--- src/rtl/paddle_ctrl_if.sv ---
// Paddle engine bundle: frame/control/scan inputs and bounding-box outputs.
// master drives controls and scan position, slave is the paddle engine.
interface paddle_ctrl_if;
    logic        frameTick;
    logic        upPaddle;
    logic        downPaddle;
    logic        aiMode;
    logic [9:0]  ballY;
    logic [10:0] xPosition;
    logic [9:0]  yPosition;
    logic [10:0] topPaddle;
    logic [10:0] bottomPaddle;
    logic [10:0] leftPaddle;
    logic [10:0] rightPaddle;
    logic        atTop;
    logic        atBottom;
    logic        drawPaddle;

    modport master (
        output frameTick, upPaddle, downPaddle, aiMode, ballY,
        output xPosition, yPosition,
        input  topPaddle, bottomPaddle, leftPaddle, rightPaddle,
        input  atTop, atBottom, drawPaddle
    );

    modport slave (
        input  frameTick, upPaddle, downPaddle, aiMode, ballY,
        input  xPosition, yPosition,
        output topPaddle, bottomPaddle, leftPaddle, rightPaddle,
        output atTop, atBottom, drawPaddle
    );
endinterface

--- src/rtl/paddle_ctrl.sv ---
// One paddle: per-frame movement with speed ramp and edge clamping.
// Optional computer tracking of the ball when PADDLE_AI_EN is defined.
module paddle_ctrl #(
    parameter int PADDLE_LEFT     = 10,
    parameter int PADDLE_TOP_INIT = 10,
    parameter int PADDLE_W        = 50,
    parameter int PADDLE_H        = 150,
    parameter int SCREEN_W        = 800,
    parameter int SCREEN_H        = 600,
    parameter int MAX_SPEED       = 4,
    parameter int ACCEL_FRAMES    = 8,
    parameter int AI_DEADBAND     = 8
) (
    input logic          pixelClock,
    input logic          Reset,
    paddle_ctrl_if.slave pif
);
    localparam logic [10:0] YMAX     = 11'(SCREEN_H - PADDLE_H);
    localparam logic [10:0] TOP_INIT = 11'(PADDLE_TOP_INIT);
    localparam logic [10:0] HEIGHT   = 11'(PADDLE_H);
    localparam logic [10:0] LEFT     = 11'(PADDLE_LEFT);
    localparam logic [10:0] RIGHT    = 11'(PADDLE_LEFT + PADDLE_W);
    localparam logic [10:0] SPD_MAX  = 11'(MAX_SPEED);
    localparam logic [15:0] ACC_LAST = 16'(ACCEL_FRAMES - 1);

    typedef enum logic [1:0] {IDLE, MOVE_UP, MOVE_DOWN} state_t;
    typedef enum logic [1:0] {DIR_NONE, DIR_UP, DIR_DOWN} dir_t;

    state_t      state;
    dir_t        dir;
    logic [10:0] top;
    logic [10:0] speed;
    logic [15:0] cnt;
    logic [10:0] bottom;
    logic        atTopR;
    logic        atBottomR;
    logic        drawR;

    logic        entering;
    logic [10:0] spd;
    logic [15:0] cntCur;
    logic [10:0] sum;
    logic [10:0] topStep;
    logic [10:0] topNext;
    logic [10:0] spdNext;
    logic [15:0] cntNext;

`ifdef PADDLE_AI_EN
    localparam logic [11:0] DB = 12'(AI_DEADBAND);
    logic [11:0] centre;
    logic [11:0] ballW;
    assign centre = {1'b0, top} + 12'(PADDLE_H / 2);
    assign ballW  = {2'b00, pif.ballY};
`else
    logic unusedAi;
    assign unusedAi = ^{pif.aiMode, pif.ballY, 32'(AI_DEADBAND), 32'(SCREEN_W)};
`endif

    // Requested direction for this frame (manual levels or ball tracking)
    always_comb begin
        dir = DIR_NONE;
        if (pif.upPaddle && !pif.downPaddle)
            dir = DIR_UP;
        else if (pif.downPaddle && !pif.upPaddle)
            dir = DIR_DOWN;
`ifdef PADDLE_AI_EN
        if (pif.aiMode) begin
            dir = DIR_NONE;
            if (ballW + DB < centre)
                dir = DIR_UP;
            else if (ballW > centre + DB)
                dir = DIR_DOWN;
        end
`endif
    end

    // Move step, speed ramp and next position
    always_comb begin
        entering = (dir == DIR_UP && state != MOVE_UP) ||
                   (dir == DIR_DOWN && state != MOVE_DOWN);
        spd      = entering ? 11'd1 : speed;
        cntCur   = entering ? 16'd0 : cnt;
        sum      = top + spd;
        topStep  = top;
        unique case (dir)
            DIR_DOWN: topStep = (sum > YMAX) ? YMAX : sum;
            DIR_UP:   topStep = (top < spd) ? 11'd0 : top - spd;
            default:  topStep = top;
        endcase
        if (cntCur == ACC_LAST) begin
            cntNext = 16'd0;
            spdNext = (spd >= SPD_MAX) ? SPD_MAX : spd + 11'd1;
        end else begin
            cntNext = cntCur + 16'd1;
            spdNext = spd;
        end
        topNext = pif.frameTick ? topStep : top;
    end

    // Movement FSM, advanced once per frame
    always_ff @(posedge pixelClock) begin
        if (Reset) begin
            state <= IDLE;
            top   <= TOP_INIT;
            speed <= 11'd1;
            cnt   <= 16'd0;
        end else if (pif.frameTick) begin
            top <= topStep;
            unique case (dir)
                DIR_UP: begin
                    state <= MOVE_UP;
                    speed <= spdNext;
                    cnt   <= cntNext;
                end
                DIR_DOWN: begin
                    state <= MOVE_DOWN;
                    speed <= spdNext;
                    cnt   <= cntNext;
                end
                default: begin
                    state <= IDLE;
                    speed <= 11'd1;
                    cnt   <= 16'd0;
                end
            endcase
        end
    end

    // Registered box edge and wall flags follow the next top
    always_ff @(posedge pixelClock) begin
        if (Reset) begin
            bottom    <= TOP_INIT + HEIGHT;
            atTopR    <= (TOP_INIT == 11'd0);
            atBottomR <= (TOP_INIT == YMAX);
        end else begin
            bottom    <= topNext + HEIGHT;
            atTopR    <= (topNext == 11'd0);
            atBottomR <= (topNext == YMAX);
        end
    end

    // Draw strobe from the registered box, one cycle behind the scan
    always_ff @(posedge pixelClock) begin
        if (Reset)
            drawR <= 1'b0;
        else
            drawR <= (pif.xPosition >= LEFT) &&
                     (pif.xPosition < RIGHT) &&
                     ({1'b0, pif.yPosition} >= top) &&
                     ({1'b0, pif.yPosition} < bottom);
    end

    assign pif.topPaddle    = top;
    assign pif.bottomPaddle = bottom;
    assign pif.leftPaddle   = LEFT;
    assign pif.rightPaddle  = RIGHT;
    assign pif.atTop        = atTopR;
    assign pif.atBottom     = atBottomR;
    assign pif.drawPaddle   = drawR;
endmodule

--- src/flat_wrapper.sv ---
// flat-port wrapper written by rule: the top's interface ports become plain ports
module paddle_ctrl_flat 
#(
    parameter int PADDLE_LEFT     = 10,
    parameter int PADDLE_TOP_INIT = 10,
    parameter int PADDLE_W        = 50,
    parameter int PADDLE_H        = 150,
    parameter int SCREEN_W        = 800,
    parameter int SCREEN_H        = 600,
    parameter int MAX_SPEED       = 4,
    parameter int ACCEL_FRAMES    = 8,
    parameter int AI_DEADBAND     = 8
)
  (pixelClock, Reset, pif_frameTick, pif_upPaddle, pif_downPaddle, pif_aiMode, pif_ballY, pif_xPosition, pif_yPosition, pif_topPaddle, pif_bottomPaddle, pif_leftPaddle, pif_rightPaddle, pif_atTop, pif_atBottom, pif_drawPaddle);
  paddle_ctrl_if pif_i ();
  input logic pixelClock;
  input logic Reset;
  input wire logic [$bits(pif_i.frameTick)-1:0] pif_frameTick;
  input wire logic [$bits(pif_i.upPaddle)-1:0] pif_upPaddle;
  input wire logic [$bits(pif_i.downPaddle)-1:0] pif_downPaddle;
  input wire logic [$bits(pif_i.aiMode)-1:0] pif_aiMode;
  input wire logic [$bits(pif_i.ballY)-1:0] pif_ballY;
  input wire logic [$bits(pif_i.xPosition)-1:0] pif_xPosition;
  input wire logic [$bits(pif_i.yPosition)-1:0] pif_yPosition;
  output wire logic [$bits(pif_i.topPaddle)-1:0] pif_topPaddle;
  output wire logic [$bits(pif_i.bottomPaddle)-1:0] pif_bottomPaddle;
  output wire logic [$bits(pif_i.leftPaddle)-1:0] pif_leftPaddle;
  output wire logic [$bits(pif_i.rightPaddle)-1:0] pif_rightPaddle;
  output wire logic [$bits(pif_i.atTop)-1:0] pif_atTop;
  output wire logic [$bits(pif_i.atBottom)-1:0] pif_atBottom;
  output wire logic [$bits(pif_i.drawPaddle)-1:0] pif_drawPaddle;
  assign pif_i.frameTick = pif_frameTick;
  assign pif_i.upPaddle = pif_upPaddle;
  assign pif_i.downPaddle = pif_downPaddle;
  assign pif_i.aiMode = pif_aiMode;
  assign pif_i.ballY = pif_ballY;
  assign pif_i.xPosition = pif_xPosition;
  assign pif_i.yPosition = pif_yPosition;
  assign pif_topPaddle = pif_i.topPaddle;
  assign pif_bottomPaddle = pif_i.bottomPaddle;
  assign pif_leftPaddle = pif_i.leftPaddle;
  assign pif_rightPaddle = pif_i.rightPaddle;
  assign pif_atTop = pif_i.atTop;
  assign pif_atBottom = pif_i.atBottom;
  assign pif_drawPaddle = pif_i.drawPaddle;
  paddle_ctrl #(.PADDLE_LEFT(PADDLE_LEFT), .PADDLE_TOP_INIT(PADDLE_TOP_INIT), .PADDLE_W(PADDLE_W), .PADDLE_H(PADDLE_H), .SCREEN_W(SCREEN_W), .SCREEN_H(SCREEN_H), .MAX_SPEED(MAX_SPEED), .ACCEL_FRAMES(ACCEL_FRAMES), .AI_DEADBAND(AI_DEADBAND)) u_core (.pixelClock(pixelClock), .Reset(Reset), .pif(pif_i));
endmodule
--- config.mk ---
export PLATFORM = sky130hd
export DESIGN_NAME = paddle_ctrl_flat
export DESIGN_NICKNAME = d
export VERILOG_FILES = /design/src/rtl/paddle_ctrl_if.sv /design/src/rtl/paddle_ctrl.sv /design/src/flat_wrapper.sv
export SDC_FILE = /design/constraint.sdc
export NUM_CORES = 1
export LEC_CHECK = 0
export ABC_AREA = 1
export ABC_CLOCK_PERIOD_IN_PS = 5150
export BUFFER_PORTS_ARGS = -buffer_cell sky130_fd_sc_hd__buf_2
export CORE_MARGIN = 2
export CORE_UTILIZATION = 35
export CTS_CLUSTER_DIAMETER = 80
export DETAILED_ROUTE_END_ITERATION = 7
export RECOVER_POWER = 100
export SYNTH_ARGS = -nofsm -noshare
export SYNTH_HDL_FRONTEND = slang
export SYNTH_SLANG_ARGS = --single-unit
--- constraint.sdc ---
create_clock -name pixelClock -period 5.15 [get_ports pixelClock]
set_input_delay 0.2575 -clock pixelClock [delete_from_list [all_inputs] [get_ports pixelClock]]
set_output_delay 0.2575 -clock pixelClock [all_outputs]
set_load 0.005 [all_outputs]
==> results.json, run 1 <==
{
  "status": "complete, but fails checks",
  "failed_checks": "max-capacitance violations, max-slew violations",
  "first_pass_iters": 6,
  "grt_pass1_wl_um": 20800,
  "hold_viol_final": 0,
  "grtUsageTotal": 0.179,
  "worst_pin_slew_ps": 2020,
  "ys_ff_latch": 53,
  "yosysSeqAreaShare": 0.224,
  "coreArea_um2": 13200,
  "fmax_ghz": 0.236,
  "cts_max_level": 2,
  "cts_tree": "yes",
  "cts_buffers": 5,
  "synthXorXnorAreaFrac": 0.00555,
  "finalCritPeriodShare": 0.822,
  "final_antenna_net_count": 0,
  "finalNetCount": 853,
  "gp_congestion": 0.899,
  "clkTransAtPathRegs_ps": 70,
  "clock_skew_ps": 5.59,
  "hold_slack_ps": 231,
  "antenna_found_initial": 0,
  "pin_count": 84,
  "yosys.area_share.adder": 0.113,
  "synth_compound_area_frac": 0.129,
  "cap_violations": 1,
  "rows": 42,
  "root_buffer": "clkbuf_16",
  "cts.repair.resized": 0,
  "area_growth_syn_to_layout_pct": 8.43,
  "setup_tns_ps": 0,
  "dpl.hpwl_um": 9970,
  "synthArstFlopShare": 0,
  "routed-via-count": 4633,
  "portBuffers": 49,
  "mostFrequentLayoutCells": "nand2_1, inv_1, nor2_1, a21oi_1",
  "drive_gt1_frac": 0.107,
  "synth.area.mux_share": 0,
  "critPathMaxStageDelay_ps": 400,
  "synth_simple_gate_area_frac": 0.369,
  "p_leak_nw": 2.41,
  "vias_per_cell": 4.87,
  "synth-main-ff-cell": "dfxtp_1",
  "setup_viol": 0,
  "peakVddDrop_v": 0.000128,
  "synth_edf_count": 0,
  "grt_pass1_vias": 4144,
  "n_antenna_cell": 0,
  "overflow": 0,
  "start_util": 0.357,
  "grt_max_degree": 41,
  "syn-cell-area_um2": 4730,
  "synth_warnings": 0,
  "avgSynthCellArea_um2": 6.40,
  "final_common_cell": "nand2_1",
  "holdBufCountCts": 0,
  "rsz0062_at_grt": "no",
  "relSlewSlack": -0.347,
  "synth_top_family_by_area": "simple AND/OR/NAND/NOR gates",
  "crit_type": "in2reg",
  "wl_um": 12800,
  "cpMostUsedCell": "nand2_1",
  "postCtsSetupBuffers": 0,
  "min_path_type": "in2reg",
  "cp.arrival_ps": 4420,
  "wl_per_cell_um": 13.4,
  "die-area_um2": 14500,
  "finalMaxSlewViolations": 41,
  "drc": 0,
  "dp.cells": 943,
  "insertion_delay_ps": 300,
  "final_cells": 951,
  "drt_iter0_drc": 263,
  "crit_required_ps": 5330,
  "cp_slowest_cell": "ha_1",
  "cts_sinks": 53,
  "synthCells": 739,
  "cp_max_fo": 22,
  "synth_cell_types": 48,
  "die_x_um": 120,
  "cts_buffer_depth": 2,
  "end_kind": "flip-flop",
  "fp.dieH_um": 120,
  "worst_setup_path_start_kind": "input pin",
  "power_density_nw_per_um2": 227,
  "fin_crit_ps": 4240
}
## final cells by class
class,count,area [µm²]
clock buffers,7,143
clock inverters,1,30.0
fillers,1477,8110
inverters,125,474
multi-input cells,537,2960
flip-flops and latches,53,1060
well taps,176,220
repair buffers,52,248
## kinds of logic after synthesis
family	count (synthesis)
other cells	2
flops	53
simple gates	361
fa+ha+maj	42
compound gates	109
xor+xnor	3
buf+inv	169
## synthesized netlist by cell type, types with 3 or more instances
master | n | share of area
a21oi_1 | 57 | 0.060
a31oi_1 | 3 | 0.0040
buf_2 | 3 | 0.0032
buf_4 | 24 | 0.038
clkbuf_1 | 16 | 0.013
dfxtp_1 | 53 | 0.22
ha_1 | 41 | 0.11
inv_1 | 118 | 0.094
inv_2 | 4 | 0.0032
nand2_1 | 150 | 0.12
nand2_2 | 15 | 0.020
nand2_4 | 4 | 0.0095
nand3_1 | 53 | 0.056
nand3_2 | 4 | 0.0085
nand4_1 | 30 | 0.040
nor2_1 | 65 | 0.052
nor2_2 | 4 | 0.0053
nor2_4 | 4 | 0.0095
nor3_1 | 13 | 0.014
nor3_2 | 4 | 0.0085
nor4_1 | 6 | 0.0079
o21a_1 | 4 | 0.0063
o21ai_0 | 25 | 0.026
o21ai_1 | 3 | 0.0032
or2_2 | 3 | 0.0040
xor2_1 | 3 | 0.0056
## worst paths after layout
path                                       start                          to  slack [ps]  depth (start not counted)
worst min register to register    u_core.cnt[13]              u_core.cnt[13]         470                          2
worst min-delay path            pif_xPosition[6]       u_core.pif.drawPaddle         230                          4
worst max register to register   u_core.state[0]  u_core.pif.bottomPaddle[9]        1050                         25
worst max-delay path                pif_upPaddle  u_core.pif.bottomPaddle[9]         910                         26
## report_power, final
part           switching [W]  internal [W]  total [W]
Clock               0.000153      0.000243   0.000396
Sequential         0.0000193      0.000430   0.000449
Combinational       0.000209      0.000108   0.000318
## routing by layer
| layer | up-vias | share of wire | global-route usage |
|---|---|---|---|
| li1 | 2439 | - | - |
| met1 | 2072 | 0.52 | 0.266 |
| met2 | 107 | 0.42 | 0.267 |
| met3 | 15 | 0.042 | 0.0241 |
| met4 | 0 | 0.022 | 0.0560 |
| met5 | - | 0 | 0 |
## stage by stage
stage	worst slack (ps)	power, W	area (µm²)	util
global route	426	0.00124	5130	0.388
floorplan	1710	0.000698	4810	-
detailed placement	977	0.000783	5020	0.379
CTS	1280	0.00118	5190	0.392
global placement	1010	0.000782	5020	0.379
finish	915	0.00116	5130	0.388
## worst max-delay path, delay by kind of cell
kind | cells | cell delay, ps
simple gates | 12 | 1740
buf+inv | 6 | 700
fa+ha+maj | 3 | 940
compound gates | 5 | 760
## flip-flops by register name (all words and copies together), names as in the netlist
| register | flops |
|---|---|
| u_core.pif.bottomPaddle | 11 |
| u_core.pif.drawPaddle | 1 |
| u_core.pif.atTop | 1 |
| u_core.pif.topPaddle | 10 |
| u_core.pif.atBottom | 1 |
| u_core.state | 2 |
| u_core.cnt | 16 |
| u_core.speed | 11 |
Power figures use the tool's default switching activity.
==> run 2, diff against run 1 <==
- ABC_AREA: 1 -> 0
- ABC_CLOCK_PERIOD_IN_PS: 5150 -> 3800
- clock period: 5.15 -> 3.8 ns (I/O delays scaled with it)
==> run 2 against run 1 <==
The run ends with negative setup slack left; count of clock-buffer cells in the layout decreased by 1; synthesized area decreased by 4.6%; combinational power increased by 98%; highest routed layer unchanged; register-to-register slack got worse by 1200 ps; utilization increased by 9.3 points; critical endpoint unchanged.
==> results.json, run 2 <==
{
  "drt_iter0_drc": 216,
  "ys_ff_latch": 53,
  "insertion_delay_ps": 310,
  "min_path_type": "in2reg",
  "finalCritPeriodShare": 1.03,
  "cts_buffer_depth": 2,
  "synthTopCellsByArea": "dfxtp_1, ha_1, nand2_1",
  "final_antenna_net_count": 0,
  "finalNetCount": 790,
  "n_antenna_cell": 0,
  "synth_compound_area_frac": 0.266,
  "relSlewSlack": 0.394,
  "yosys-top-cells-count": "nand2_1, nor2_1, dfxtp_1, inv_1, ha_1",
  "overflow": 0,
  "drc": 0,
  "synth-main-ff-cell": "dfxtp_1",
  "p_total_w": 0.00177,
  "place_area_um2": 5610,
  "drive_gt1_frac": 0.320,
  "worst_setup_path_start_kind": "flip-flop",
  "cap_violations": 0,
  "synth_cell_types": 74,
  "crit_type": "reg2reg",
  "cts_max_level": 2,
  "cp_max_fo": 9,
  "cts_buffers": 5,
  "rows": 41,
  "die_x_um": 118,
  "dpl.hpwl_um": 10800,
  "yosysTopAreaCell": "dfxtp_1",
  "final_common_cell": "buf_4",
  "busiest_layer": "met2",
  "pin_count": 84,
  "coreArea_um2": 12600,
  "status": "complete, but fails checks",
  "area_growth_syn_to_layout_pct": 34.3,
  "wl_per_cell_um": 15.5,
  "setup_tns_ps": -141,
  "power_density_nw_per_um2": 292,
  "grt_max_degree": 40,
  "antenna_found_initial": 0,
  "worst_pin_slew_ps": 897,
  "wl_um": 13700,
  "clock_skew_ps": 4.58,
  "portBuffers": 49,
  "mostFrequentLayoutCells": "buf_4, nor2_1, nand2_1, dfxtp_1, buf_2",
  "cp.arrival_ps": 4150,
  "largest_reg_flops": 16,
  "synth_top_area_share": 0.235,
  "grt_pass1_wl_um": 22400,
  "post-route-util": 0.481,
  "avgSynthCellArea_um2": 7.63,
  "die-area_um2": 13800,
  "grtUsageMet2": 0.344,
  "crit_required_ps": 4050,
  "fp.dieH_um": 118,
  "end_kind": "flip-flop",
  "gp_congestion": 0.901,
  "synth_top_family_by_area": "compound AO/OA/AOI/OAI gates",
  "yosys.area_share.adder": 0.118,
  "root_buffer": "clkbuf_16",
  "peakVddDrop_v": 0.000163,
  "synth_simple_gate_area_frac": 0.249,
  "yosysMostFrequentCell": "nand2_1",
  "setup_viol": 2,
  "start_util": 0.358,
  "synth_warnings": 0,
  "synthCells": 592,
  "synth.area.mux_share": 0.0136,
  "cts_tree": "yes",
  "grtUsageTotal": 0.198,
  "grtUsageMet3": 0.0291,
  "finalMaxSlewViolations": 0,
  "first_pass_iters": 5,
  "yosysSeqAreaShare": 0.235,
  "cts_sinks": 53,
  "setup_slack_ps": -100,
  "clkTransAtPathRegs_ps": 70,
  "fin_crit_ps": 3900,
  "stdcell_area_um2": 6070,
  "p_leak_nw": 2.62,
  "hold_viol_final": 0,
  "failed_checks": "negative setup slack",
  "vias_per_cell": 5.34,
  "synthXorXnorAreaFrac": 0.0194,
  "grt_pass1_vias": 4480,
  "routed-via-count": 4718,
  "regMostFlops": "u_core.cnt",
  "rsz0062_at_grt": "yes",
  "fmax_ghz": 0.256,
  "synth_edf_count": 0,
  "syn-cell-area_um2": 4520,
  "use_met1": 0.251,
  "synthArstFlopShare": 0
}
==> run 2: cell types whose count changed after synthesis, moves of 8 or more <==
cell      previous run  this run
inv_1              118        44
nand3_1             53        14
nor2b_1              0         9
and2_1               0        14
a21oi_1             57        30
nand2_1            150        60
o21a_1               4        19
nand4_1             30         6
a32oi_1              0        11
nand2_2             15         0
nor2_1              65        57
nand2b_1             0         9
==> run 2: timing repair <==
action / CTS / global route
gates cloned: 0 / 0
buffers inserted: 2 / 5
pin swaps: 10 / 11
gates resized for setup: 21 / 27
endpoints found under the setup margin: 10 / 10
hold buffers: 0 / 0
==> run 2: path summary, 6_finish.rpt <==
| check | startpoint | end | slack (ps) | cells after the start |
|---|---|---|---|---|
| hold reg to reg | u_core.speed[9] | u_core.speed[9] | 500 | 1 |
| setup / recovery | u_core.state[1] | u_core.pif.bottomPaddle[9] | -100 | 17 |
| setup reg to reg | u_core.state[1] | u_core.pif.bottomPaddle[9] | -100 | 17 |
| hold / removal | pif_xPosition[7] | u_core.pif.drawPaddle | 150 | 4 |
==> run 2: critical path, stage by stage, from the launching register on <==
cell     delay, ps
dfxtp_4        370
or3b_4         400
nand2_4        130
buf_8          150
nand2_1         90
ha_4           330
nor3_2          60
nor3b_1        130
a311o_1        360
or3_4          450
nand3_4         90
o31ai_2         60
a31o_2         270
ha_4           150
inv_2           50
a32oi_2        120
or4_1          540
nand3_1         80
==> run 2: logic make-up (layout without fill, tap and decap cells) <==
group	Yosys count	in the layout
mux	6	6
flops	53	53
compound gates	167	167
fa+ha+maj	42	42
buf+inv	92	192
xor+xnor	10	10
simple gates	220	220
other cells	2	22
==> run 2: stage by stage <==
stage          hold WS, ps  std cells  setup WS (ps)
4_1_cts                148        879          -57.4
2_1_floorplan          362        612           -289
5_1_grt                155        884           -223
3_5_place_dp           475        869           -402
6_report               150        884           -100
3_3_place_gp           469        869           -361
==> run 2: area by class of cell <==
cell class	count	area, µm²
Clock buffer	6	129
Clock inverter	2	38.8
Fill cell	1236	6550
Inverter	45	184
Multi-Input combinational cell	467	3500
Sequential cell	53	1070
Tap cell	172	215
Timing Repair Buffer	139	932
==> run 2: per-layer routing <==
layer | share of wire | wire (µm)
met1 | 0.45 | 6230
met2 | 0.49 | 6680
met3 | 0.033 | 457
met4 | 0.024 | 323
met5 | 0 | 0
==> run 2: power by group <==
part | switching [W] | total (W) | internal, W
Sequential | 0.0000239 | 0.000603 | 0.000579
Clock | 0.000228 | 0.000542 | 0.000313
Combinational | 0.000333 | 0.000629 | 0.000297
Total | 0.000585 | 0.00177 | 0.00119
==> run 3, diff against run 2 <==
- REMOVE_ABC_BUFFERS: unset -> 1
==> run 3 against run 2 <==
The run still ends with negative setup slack left; critical path depth down 2; critical endpoint is now u_core.pif.bottomPaddle[8]; wire length is 8.2% higher; clock power is 2% higher; highest routed layer unchanged; global-route usage increased by 0.62 points.
==> results.json, run 3 (synthesized netlist as in run 2, its figures left out) <==
{
  "cp_max_fo": 6,
  "post-route-util": 0.513,
  "grt_pass1_vias": 4673,
  "power_density_nw_per_um2": 282,
  "start_util": 0.358,
  "final_common_cell": "buf_4",
  "end_kind": "flip-flop",
  "clkTransAtPathRegs_ps": 70,
  "mostFrequentLayoutCells": "buf_4, nor2_1, nand2_1, dfxtp_1, buf_2",
  "failed_checks": "negative setup slack",
  "crit_type": "reg2reg",
  "clock_skew_ps": 8.42,
  "worst_pin_slew_ps": 958,
  "critPathTopFamily": "compound AO/OA/AOI/OAI gates",
  "cts_buffers": 5,
  "crit_required_ps": 3990,
  "regMostFlops": "u_core.cnt",
  "finalNetCount": 834,
  "n_antenna_cell": 0,
  "wl_um": 14800,
  "coreArea_um2": 12600,
  "fp.dieH_um": 118,
  "drt_iter0_drc": 322,
  "setup_tns_ps": -97.4,
  "vias_per_cell": 5.34,
  "wl_per_cell_um": 16.0,
  "grt_max_degree": 40,
  "cts_buffer_depth": 2,
  "finalCritPeriodShare": 1.02,
  "largest_reg_flops": 16,
  "relSlewSlack": 0.353,
  "first_pass_iters": 7,
  "peakVddDrop_v": 0.000136,
  "antenna_found_initial": 0,
  "routed-via-count": 4958,
  "status": "complete, but fails checks",
  "crit_chain": "or3b_4 > nand2_8 > nand2_4 > ha_4 > nand2b_1 > a21oi_2 > o22ai_2 > xor2_1 > a2111oi_4 > a211oi_2 > buf_4 > o41a_1 > a32oi_2 > o21ai_2 > mux2_4",
  "die-area_um2": 13800,
  "p_leak_nw": 2.87,
  "finalMaxSlewViolations": 0,
  "critPathBufInv": 1,
  "setup_viol": 2,
  "grtUsageTotal": 0.204,
  "worst_setup_path_start_kind": "flip-flop",
  "drive_gt1_frac": 0.370,
  "hold_viol_final": 0,
  "final_antenna_net_count": 0,
  "cp.arrival_ps": 4060,
  "pin_count": 84,
  "insertion_delay_ps": 300,
  "hold_slack_ps": 170,
  "root_buffer": "clkbuf_16",
  "min_path_type": "in2reg",
  "rows": 41,
  "final_cells": 928,
  "cp_slowest_cell": "or3b_4",
  "portBuffers": 49,
  "rsz0062_at_grt": "yes",
  "die_x_um": 118,
  "fin_crit_ps": 3870,
  "area_growth_syn_to_layout_pct": 43.3,
  "overflow": 0,
  "cts_tree": "yes",
  "reg2reg_setup_slack_ps": -70,
  "grt_pass1_wl_um": 23300,
  "drc": 0,
  "nFillCells": 1200,
  "dpl.hpwl_um": 10800,
  "cts_max_level": 2,
  "critPathMaxStageDelay_ps": 430,
  "setup_slack_ps": -71.3,
  "dp.cells": 890,
  "cts_sinks": 53,
  "gp_congestion": 0.890,
  "cap_violations": 0,
  "fmax_ghz": 0.258
}
==> run 3: changes by cell type in the layout (fill, tap and decap cells not counted), sizes merged <==
cell	delta
buf	+44
clkinv	-1
clkinvlp	+1
==> run 3: cell type report <==
type	count	area, µm²	area share
Tap cell	172	215	0.0332
Clock buffer	6	139	0.0215
Clock inverter	2	37.5	0.00580
Sequential cell	53	1070	0.165
Multi-Input combinational cell	467	3580	0.553
Inverter	45	171	0.0265
Timing Repair Buffer	183	1270	0.196
==> run 3: report_power, final <==
part | total (W) | switching (W) | internal [W]
logic | 0.000668 | 0.000349 | 0.000318
clock network | 0.000552 | 0.000223 | 0.000330
registers | 0.000603 | 0.0000239 | 0.000579
==> run 3: path summary, 6_finish.rpt <==
path                          from                    endpoint  cells after the start
hold reg to reg    u_core.speed[7]             u_core.speed[7]                      1
hold / removal    pif_xPosition[9]       u_core.pif.drawPaddle                      4
setup / recovery   u_core.state[1]  u_core.pif.bottomPaddle[8]                     15
setup reg to reg   u_core.state[1]  u_core.pif.bottomPaddle[8]                     15
==> run 3: timing repair <==
item / CTS / global route
endpoints found under the setup margin: 12 / 12
pin swaps: 14 / 33
endpoints found under the hold margin: 0 / 0
resized for setup: 49 / 54
hold buffers: 0 / 0
cloned: 0 / 0
buffers inserted: 22 / 10
==> run 3: tightest hold or removal path, stage by stage <==
cell	delay, ps
buf_2	70
nor4_1	40
nand3_1	70
a211oi_1	50
==> run 3: per-stage QoR <==
stage | instance area (µm²) | worst slack [ps] | power, W
2_1_floorplan | 4320 | -1210 | 0.000924
3_3_place_gp | 5560 | -510 | 0.00117
3_5_place_dp | 5560 | -540 | 0.00118
4_1_cts | 6120 | -36.0 | 0.00177
5_1_grt | 6470 | -175 | 0.00192
6_report | 6470 | -71.3 | 0.00182
==> run 3: metal layers <==
layer	vias up	wire, µm	global-route usage	part of all wire
met5	-	0	0	0
met4	0	477	0.0700	0.032
met3	36	594	0.0296	0.040
met2	144	7030	0.347	0.47
met1	2374	6720	0.265	0.45
li1	2404	-	-	-
